File: src/rtl/gpu_fetcher.sv
// gpu_fetcher: instruction fetch unit for a compute-unit core.
// Issues one val/rdy request per FETCH phase of the core, waits for the
// memory response, and holds the captured instruction until the next capture.
module gpu_fetcher #(
  parameter int PC_ADDR_WIDTH  = 8,
  parameter int INST_MSG_WIDTH = 16
) (
  input  logic                      clk,
  input  logic                      reset,
  input  logic [3:0]                cu_state,
  input  logic [PC_ADDR_WIDTH-1:0]  curr_pc,
  output logic [1:0]                fetch_state,
  output logic [INST_MSG_WIDTH-1:0] fetch_instr,
  input  logic                      fetch_req_rdy,
  output logic                      fetch_req_val,
  output logic [PC_ADDR_WIDTH-1:0]  fetch_req_addr,
  output logic                      fetch_resp_rdy,
  input  logic                      fetch_resp_val,
  input  logic [INST_MSG_WIDTH-1:0] fetch_resp_inst
);

  localparam logic [3:0] CU_FETCH = 4'd1;

  typedef enum logic [1:0] {
    IDLE    = 2'd0,
    REQ     = 2'd1,
    WAIT    = 2'd2,
    FETCHED = 2'd3
  } fetch_state_e;

  fetch_state_e state, state_next;
  logic         addr_load;
  logic         instr_load;
  logic         req_fire;
  logic         resp_fire;
  logic         cu_fetch;

  assign cu_fetch  = (cu_state == CU_FETCH);
  assign req_fire  = fetch_req_val  && fetch_req_rdy;
  assign resp_fire = fetch_resp_rdy && fetch_resp_val;

  // Handshake outputs depend only on the current state, never on rdy/val inputs.
  assign fetch_req_val  = (state == REQ);
  assign fetch_resp_rdy = (state == WAIT);
  assign fetch_state    = state;

  // State register; reset abandons any outstanding transaction.
  always_ff @(posedge clk or negedge reset) begin
    // NOTE: sequential state uses non-blocking assignments so every register
    // samples pre-edge values regardless of block ordering.
    if (!reset) state <= IDLE;
    else        state <= state_next;
  end

  // Next-state logic and register load enables.
  always_comb begin
    // NOTE: every output of this block gets a default first so no path
    // leaves a value unassigned, which would infer a latch.
    state_next = state;
    addr_load  = 1'b0;
    instr_load = 1'b0;
    unique case (state)
      IDLE: begin
        if (cu_fetch) begin
          addr_load  = 1'b1;
          state_next = REQ;
        end
      end
      REQ: begin
        if (req_fire) state_next = WAIT;
      end
      WAIT: begin
        if (resp_fire) begin
          instr_load = 1'b1;
          state_next = FETCHED;
        end
      end
      FETCHED: begin
        if (!cu_fetch) state_next = IDLE;
      end
      default: state_next = IDLE;
    endcase
  end

  // Request address is captured once in IDLE and held until the next fetch.
  always_ff @(posedge clk or negedge reset) begin
    if (!reset)         fetch_req_addr <= '0;
    else if (addr_load) fetch_req_addr <= curr_pc;
  end

  // Instruction register changes only on a response fire in WAIT.
  always_ff @(posedge clk or negedge reset) begin
    if (!reset)          fetch_instr <= '0;
    else if (instr_load) fetch_instr <= fetch_resp_inst;
  end

endmodule

File: config.mk
export PLATFORM = sky130hd
export DESIGN_NAME = gpu_fetcher
export DESIGN_NICKNAME = d
export VERILOG_FILES = /design/src/rtl/gpu_fetcher.sv
export SDC_FILE = /design/constraint.sdc
export NUM_CORES = 1
export LEC_CHECK = 0
export CAP_MARGIN = 15
export CORE_ASPECT_RATIO = 1.1
export CORE_UTILIZATION = 38
export DETAILED_ROUTE_END_ITERATION = 10
export PLACE_DENSITY = 0.79
export SYNTH_ARGS = -nofsm -noshare
export SYNTH_HDL_FRONTEND = slang
export SYNTH_SLANG_ARGS = --single-unit
File: constraint.sdc
create_clock -name clk -period 2 [get_ports clk]
set_clock_uncertainty 0.15 [all_clocks]
set_input_delay 0.4 -clock clk [delete_from_list [all_inputs] [get_ports clk]]
set_output_delay 0.4 -clock clk [all_outputs]
set_load 0.01 [all_outputs]
==> flow_summary_export.csv <==
group,metric,value,unit
routing,wl_per_cell,13.5,um
worst_setup_path,worstPathArrival,1.35,ns
sta,hold_viol_final,0,
die,die-area,3090,um^2
die,design.core.area,2750,um^2
clock_tree,cts-root-buf,"clkbuf_4",
final_layout,final_common_cell,"clkdlybuf4s50_1",
worst_setup_path,path_max_fanout,4,
sta,slew_violations,0,
place,gp_congestion,0.736,
routing,num_vias,793,
grt,grt_pass1_wl,3610,um
worst_setup_path,worstSetupEndpointType,"output pin",
clock_tree,cts_tree,"yes",
final_layout,final_cell_area,1810,um^2
synthesis,yosysTopAreaCellShare,59.6,%
place,dp_hpwl,1810,um
synthesis,synthCells,68,
outcome,status,"finished clean",
power_and_ir_drop,power.density,1380,nW/um^2
worst_setup_path,rr_startpoint,"fetch_state[0]",
grt,grt_usage,16.5,%
synthesis,yosys.area_share.simple,3.44,%
clock_tree,htree_levels,1,
synthesis,synth_cell_types,12,
die,dieWidth,53.1,um
place,port_buffers,59,
grt,use_met1,18.8,%
worst_setup_path,worst-setup-path-type,"reg2out",
routing,final_antenna_net_count,0,
synthesis,yosys_warnings,0,
synthesis,synth_nets,105,
synthesis,synth-seq-cells,26,
sta,rsz0062_at_grt,"false",
synthesis,synth_area_leaders,"dfrtp_1 60%, mux2_2 25%, ha_1 5.7%",
routing,finalWirelength,2280,um
grt,first_global_vias,836,
synthesis,seq_area_frac_synth,59.6,%
routing,drcViolationCount,0,
synthesis,yosysTopAreaCell,"dfrtp_1",
routing,viasPerCell,4.69,
synthesis,syn_avg_cell_area,16.0,um^2
grt,antenna_found_initial,0,
worst_setup_path,crit_start,"fetch_state[1]",
synthesis,synthMuxAreaShare,28.0,%
sta,slew_headroom,78.6,%
sta,setup_tns,0,ns
sta,setup_viol,0,
place,placed_cell_area,1760,um^2
clock_tree,clkLatencyLatePin,0.30,ns
sta,fmax,526,MHz
clock_tree,cts-buffers-inserted,3,
die,rows,20,
clock_tree,clockBufferDepth,2,
grt,grt_start_max_net_pins,27,
sta,worstMarginPinSlew,0.321,ns
job,drv_cap,0,
die,start_util,39.6,%
synthesis,synth_adder_area_share,5.73,%
final_layout,diodes,0,
power_and_ir_drop,peakVddDrop,0.758,mV
clock_tree,holdBufCountCts,0,
die,pin_count,60,
synthesis,synth_xor_area_share,0,%
clock_tree,cts.sink_count,26,
worst_setup_path,required,1.45,ns
worst_setup_path,cp-start-kind,"flip-flop",
grt,use_met3,2.89,%
synthesis,syn_area,1090,um^2
power_and_ir_drop,p_leak,0.000802,uW
die,die_height,58.2,um
power_and_ir_drop,power,2500,uW
grt,grt_overflow_total,0,
synthesis,synth_top_family_by_area,"multiplexers",
final_layout,final_nets,175,
grt,top_usage_layer,"met2",
routing,drt_iter0_drc,3,
final_layout,layout_common_cells,"55 x clkdlybuf4s50_1, 26 x dfrtp_1, 24 x mux2_2, 6 x buf_4, 4 x ha_1",
synthesis,synth_compound_area_share,1.38,%
routing,dr.pass1.iters,2,
final_layout,drive_gt1_share,29.4,%
grt,grt_util_met2,30.2,%
final_layout,syn2layout_area_growth,65.7,%
sta,period_needed,1.90,ns
hold_path,hold_path_class,"in2async",
clock_tree,path_clk_slew,0.13,ns
sta,fin_crit_sh,95.1,%
==> worst paths after layout <==
kind	slack (ns)	to	cells after the start
worst max register to register	0.25	fetch_state[1]	6
worst min-delay path	0.29	fetch_instr[5]	2
max in group asynchronous	1.17	fetch_instr[12]	2
worst min register to register	0.37	fetch_instr[0]	1
min in group clk	0.37	fetch_instr[0]	1
worst max-delay path	0.1	fetch_req_val	3
==> state kept, by name, indices dropped and copies added, names as in the netlist <==
register        cells
fetch_state         2
fetch_instr        16
fetch_req_addr      8
==> metal layers <==
metal,up-vias,share of wire (%)
met1,398,38
met5,-,0
li1,369,-
met3,2,5.1
met2,24,56
met4,0,0.92
==> logic make-up (layout without fill, tap and decap cells) <==
family | Yosys count | count (layout)
AOI/OAI and AO/OA | 1 | 1
buffers and inverters | 5 | 73
muxes | 27 | 27
DFF | 26 | 26
adders and majority gates | 5 | 5
and+or+nand+nor | 4 | 4
==> where the power goes <==
part	leakage [uW]	internal [uW]	switching (uW)	total, uW
combinational	0.000474	882	496	1380
clock	0.0000138	70.3	139	209
sequential	0.000315	783	133	915
==> worst max-delay path, stage by stage, from the launching register on <==
cell	delay, ns
dfrtp_1	0.45
inv_1	0.13
ha_1	0.20
clkdlybuf4s15_1	0.27
==> what timing repair did <==
action                     4_1_cts  5_1_grt
setup endpoints to repair        2        2
setup buffers                    3        0
resized for setup                5        2
==> layout make-up <==
| cell class | count | area (um^2) |
|---|---|---|
| clock buffer | 3 | 22.5 |
| fill | 214 | 945 |
| inverter | 4 | 15.0 |
| multi-input combinational | 37 | 423 |
| sequential | 26 | 651 |
| tap | 33 | 41.3 |
| timing repair buffer | 66 | 656 |
==> through the flow <==
stage,setup WS [ns],cells,hold slack (ns),util (%)
CTS,0.0400,169,0.295,65.5
global placement,-0.112,163,0.336,64.0
finish,0.0978,169,0.288,65.7
global route,0.0163,169,0.297,65.7
detailed placement,-0.167,163,0.342,64.0
floorplan,0.159,68,-0.0456,-
==> Yosys cell counts (all sizes together) <==
master / number
buf: 1
nand2: 2
dfrtp: 26
ha: 5
inv: 4
nor2: 1
nor4b: 1
mux2i: 2
mux2: 25
o221ai: 1
No activity file was read; power rests on OpenSTA's default activity.
